File: config.mk
export PLATFORM = sky130hd
export DESIGN_NAME = pc_sequencer
export DESIGN_NICKNAME = d
export VERILOG_FILES = /design/src/rtl/pc_sequencer.sv
export SDC_FILE = /design/constraint.sdc
export NUM_CORES = 1
export LEC_CHECK = 0
export ABC_CLOCK_PERIOD_IN_PS = 5200
export CORE_UTILIZATION = 25
export DETAILED_ROUTE_END_ITERATION = 7
export GPL_ROUTABILITY_DRIVEN = 0
export PLACE_DENSITY = 0.57
export SYNTH_ARGS = -nofsm -noshare
export SYNTH_HDL_FRONTEND = slang
export SYNTH_SLANG_ARGS = --single-unit
File: constraint.sdc
create_clock -name clk_i -period 5.2 [get_ports clk_i]
set_input_delay 0.52 -clock clk_i [delete_from_list [all_inputs] [get_ports clk_i]]
set_output_delay 0.52 -clock clk_i [all_outputs]
set_load 0.01 [all_outputs]
File: src/rtl/pc_sequencer.sv
// Fetch PC owner: arbitrates branch/jump redirects against stalls and imem
// backpressure, drives the PC mux select and squashes wrong-path fetches.
module pc_sequencer #(
  parameter logic [31:0] RESET_PC     = 32'h0,
  parameter int          FLUSH_CYCLES = 1,
  parameter int          CNT_W        = 16
) (
  input  logic             clk_i,
  input  logic             rst_i,
  input  logic             start_i,
  input  logic             stall_i,
  input  logic             beq_taken_i,
  input  logic             jump_i,
  input  logic [31:0]      mux_pc_i,
  input  logic             imem_ack_i,
  output logic [1:0]       ctrl_o,
  output logic [31:0]      pc_o,
  output logic [31:0]      next_pc_o,
  output logic             imem_req_o,
  output logic             flush_o,
  output logic [CNT_W-1:0] redirect_cnt_o
);

  typedef enum logic [1:0] {IDLE, FETCH, FLUSH} state_t;

  localparam bit         HAS_FLUSH  = (FLUSH_CYCLES > 0);
  localparam logic [3:0] FLUSH_LAST = 4'(HAS_FLUSH ? FLUSH_CYCLES - 1 : 0);

  state_t           state, state_nxt;
  logic [3:0]       flush_cnt, flush_cnt_nxt;
  logic [31:0]      pc, pc_nxt;
  logic [CNT_W-1:0] cnt, cnt_nxt;
  logic [31:0]      mux_aligned;
  logic             redirect;

  // Low two bits of the mux are dropped so the PC stays word aligned.
  assign mux_aligned = {mux_pc_i[31:2], 2'b00};
  assign redirect    = beq_taken_i | jump_i;

  logic unused_ok;
  assign unused_ok = ^mux_pc_i[1:0];

  always_ff @(posedge clk_i) begin
    if (rst_i) begin
      state     <= IDLE;
      flush_cnt <= '0;
      pc        <= RESET_PC;
      cnt       <= '0;
    end else begin
      state     <= state_nxt;
      flush_cnt <= flush_cnt_nxt;
      pc        <= pc_nxt;
      cnt       <= cnt_nxt;
    end
  end

  always_comb begin
    state_nxt     = state;
    flush_cnt_nxt = flush_cnt;
    pc_nxt        = pc;
    cnt_nxt       = cnt;
    ctrl_o        = 2'b00;
    case (state)
      IDLE: begin
        if (start_i) state_nxt = FETCH;
      end
      FETCH: begin
        if (beq_taken_i)  ctrl_o = 2'b01;
        else if (jump_i)  ctrl_o = 2'b10;
        if (redirect) begin
          // Redirect wins over stall and does not wait for the imem ack.
          pc_nxt = mux_aligned;
          if (cnt != '1) cnt_nxt = cnt + CNT_W'(1);
          if (HAS_FLUSH) begin
            state_nxt     = FLUSH;
            flush_cnt_nxt = FLUSH_LAST;
          end
        end else if (!stall_i && imem_ack_i) begin
          pc_nxt = mux_aligned;
        end
      end
      FLUSH: begin
        if (flush_cnt == 4'd0) state_nxt = FETCH;
        else                   flush_cnt_nxt = flush_cnt - 4'd1;
      end
      default: state_nxt = IDLE;
    endcase
  end

  assign pc_o           = pc;
  assign next_pc_o      = pc + 32'd4;
  assign imem_req_o     = (state == FETCH);
  assign flush_o        = (state == FLUSH);
  assign redirect_cnt_o = cnt;

endmodule

==> summary.md <==
| Metric | Value |
|---|---|
| Worst hold path type | `register to register` |
| Slew Limit Fails | `0` |
| DRC viols | `0` |
| Max-Cap Viols | `0` |
| Clock tree root buffer cell | `clkbuf_8` |
| Maximum VDD drop | `around 0.00011 V` |
| Die area | `about 12000 um^2` |
| Setup TNS | `0 ns` |
| Final #Nets | `between 500 and 600` |
| Post-cts sizing count | `0` |
| Syn avg cell area | `between 7 and 8 um^2` |
| Reg-to-Reg End | `redirect_cnt_o[13]` |
| Final worst slack | `1.70 ns` |
| Relative slew slack | `0.315` |
| Final Cycle Share | `0.673` |
| GRT Total Usage | `0.140` |
| Die Span Y | `approximately 110 um` |
| R2r startpoint | `redirect_cnt_o[6]` |
| Power density cells | `~230 nW/um^2` |
| Fraction of layout cells with a size suffix above 1 | `0.0450` |
| Max Clock Skew | `between 0.01 and 0.015 ns` |
| Final worst path period need | `around 3.5 ns` |
| RSZ-0062 raised after global routing | `false` |
| Number of global-route vias before repair | `2700` |
| Req. time, crit path | `about 4.7 ns` |
| Clock slew at reported path FFs | `~0.09 ns` |
| Drt total wl | `~8000 um` |
| Crit Path Max Fanout | `7` |
| R2R Setup Slk | `2.85 ns` |
| Slowest CP cell | `nor4_2` |
| #FFs+latches synth | `52` |
| Fillers | `~1200` |
| Clk Latency, worst-skew pair | `~0.30 ns` |
| Antenna Nets Post-Route | `0` |
| Least-Margin Pin Slew | `between 1 and 1.5 ns` |
| GRT Residual Overflow | `0` |
| Clock power frac | `0.338` |
| Multi-input logic area | `~1700 um^2` |
| Startpoint types | `register` |
| Final Hold Fails | `0` |
| Number of enable flip-flop cells after synthesis | `0` |
| Clk sink count | `52` |
| Die X | `approximately 110 um` |
| Worst EP arrival | `slightly below 3 ns` |
| Post-synthesis sequential area ratio | `0.371` |
| Worst setup path category | `register to output pin` |
| Combinational power share | `0.197` |
| ANT cells | `0` |
| HPWL after DPL | `~5900 um` |
| Cells after Synth | `about 360` |
| Sw frac | `0.253` |
| Critical Path End Type | `output pin` |
| P&R area growth vs syn | `49.8%` |
| NetSw | `~0.00024 W` |
| Synth Cell Area | `2800 um^2` |
| Sequential power share | `0.465` |
| # Post-CTS Setup Buffers | `0` |
| Top achievable clock speed | `286 MHz` |
| Initial Util | `0.258` |
| CTS Buf Count | `5` |
| Largest net degree at the start of global routing | `55` |
| I/O pins | `123` |
| Path depth of the worst reg2reg path | `4` |
| Top_reg_cell synth | `dfxtp_1` |
| Synth unique cells | `44` |
| Vias | `slightly below 3000` |
| Core Box Area | `10900 um^2` |
| FFs w/ async S/R, synth | `0` |
| Wire length per cell | `13.5 um` |
| CTS tree | `done` |
| Static leakage | `approximately 1.4 nW` |
| DP Worst Slack | `2.05 ns` |
| Port buffer count | `~120` |
| Sequential cell area | `roughly 1000 um^2` |
| DRT iter0 DRCs | `56` |
| Vias per inst | `4.76` |
| Clk buf depth | `2` |
| Worst Setup SP | `pc_o[4]` |
| Outcome | `complete, no violations` |
| Yosys warnings | `0` |
| H-tree depth | `2` |
| Worst setup path end | `next_pc_o[28]` |
| Worst path cell trace | `nand4_1 > nor4_2 > nand3_1 > xnor2_1 > clkdlybuf4s50_1` |
| Int Pwr | `about 0.00071 W` |
| First-pass GRT wire length | `~13000 um` |
| Endpoints failing setup | `0` |
| # rows | `38` |
| CTS Hold Bufs | `0` |
| Antenna violations before repair | `0` |
| Largest stage delay, worst path | `roughly 0.88 ns` |
| DR pass1 iterations | `4` |
[routing by layer]
| layer | global-route usage | routed length [um] |
|---|---|---|
| met2 | 0.241 | 3840 |
| met1 | 0.180 | 3800 |
| met4 | 0.0342 | 100 |
| met5 | 0 | 0 |
| met3 | 0.0248 | 441 |
[power groups by stage]
stage | clock [W] | combinational [W] | sequential (W)
floorplan | 0 | 0.0000820 | 0.000452
global placement | 0 | 0.000187 | 0.000451
detailed placement | 0 | 0.000189 | 0.000451
CTS | 0.000336 | 0.000190 | 0.000442
global route | 0.000352 | 0.000205 | 0.000446
finish | 0.000321 | 0.000187 | 0.000442
[cells in the final DEF (no fill, tap or decap), types with 2 or more instances in the layout]
cell / instances
mux2_2: 4
clkbuf_8: 5
ha_1: 4
o31ai_1: 6
nand4_1: 14
nand2_1: 74
mux2i_1: 2
buf_4: 2
dfxtp_1: 52
and3_1: 5
nor4_2: 2
nor3b_1: 2
clkdlybuf4s50_1: 115
conb_1: 4
and2_1: 4
xnor2_1: 22
nor2_1: 14
o41ai_1: 2
or3_1: 5
nor3_1: 4
or4_1: 8
a21oi_1: 43
nand3b_1: 2
a2bb2oi_1: 2
or2_2: 2
nor4_1: 8
bufinv_16: 2
o21ai_0: 5
and4_1: 2
xor2_1: 7
inv_1: 7
nor2b_1: 5
nand3_1: 19
[critical path: cells and delay by family (launching register included)]
family	cells	cell delay, ns
and+or+nand+nor	3	1.47
xor gates and xnor gates	1	0.21
DFF	1	0.45
buffers and inverters	1	0.56
[registers in the layout, indices dropped and copies added (netlist names)]
name / count
redirect_cnt_o: 16
pc_o: 30
flush_cnt: 4
state: 2
[cell usage after synthesis, drive strengths merged, types with 5 or more instances]
master / count / area (um^2)
clkbuf: 13 / 48.8
xnor2: 22 / 193
o31ai: 6 / 45.0
buf: 7 / 43.8
nand3: 19 / 95.1
or3: 5 / 31.3
nand2: 74 / 278
or4: 8 / 60.1
nor2: 14 / 52.6
nor4: 11 / 96.3
inv: 7 / 26.3
o21ai: 6 / 30.0
nor2b: 5 / 31.3
and3: 5 / 31.3
dfxtp: 52 / 1040
nand4: 14 / 87.6
a21oi: 43 / 215
xor2: 7 / 61.3
[cells by family after synthesis]
family / synth area share
AO/OA/AOI/OAI: 0.126
XOR/XNOR: 0.0906
adder cells (fa/ha/maj): 0.0178
buffers and inverters: 0.0437
flip-flops: 0.371
multiplexers: 0.0232
other: 0.00134
AND/OR/NAND/NOR: 0.326
[metrics by stage]
step	util	power [W]	cells	instance area, um^2	hold slack [ns]
2_1_floorplan	-	0.000534	362	2820	0.446
3_3_place_gp	0.374	0.000638	600	4070	0.466
3_5_place_dp	0.374	0.000641	600	4070	0.480
4_1_cts	0.386	0.000968	607	4200	0.495
5_1_grt	0.386	0.00100	607	4200	0.518
6_report	0.386	0.000950	607	4200	0.496
[cell type report]
| cell class | instances | share of cell area |
|---|---|---|
| multi-input cells | 282 | 0.394 |
| repair buffers | 118 | 0.279 |
| flip-flops and latches | 52 | 0.248 |
| well taps | 140 | 0.0417 |
| clock buffers | 5 | 0.0164 |
| clock inverters | 2 | 0.0143 |
| inverters | 8 | 0.00715 |
[worst min-delay path by stage]
stage,cells after the start,slack (ns),endpoint,start
global placement,2,0.47,flush_cnt[3],flush_cnt[3]
finish,2,0.50,flush_cnt[3],flush_cnt[3]
detailed placement,2,0.48,flush_cnt[3],flush_cnt[3]
floorplan,2,0.45,flush_cnt[3],flush_cnt[3]
global route,2,0.52,pc_o[15],pc_o[15]
CTS,2,0.49,flush_cnt[3],flush_cnt[3]
Note: power is estimated with default switching activity, not from simulation.
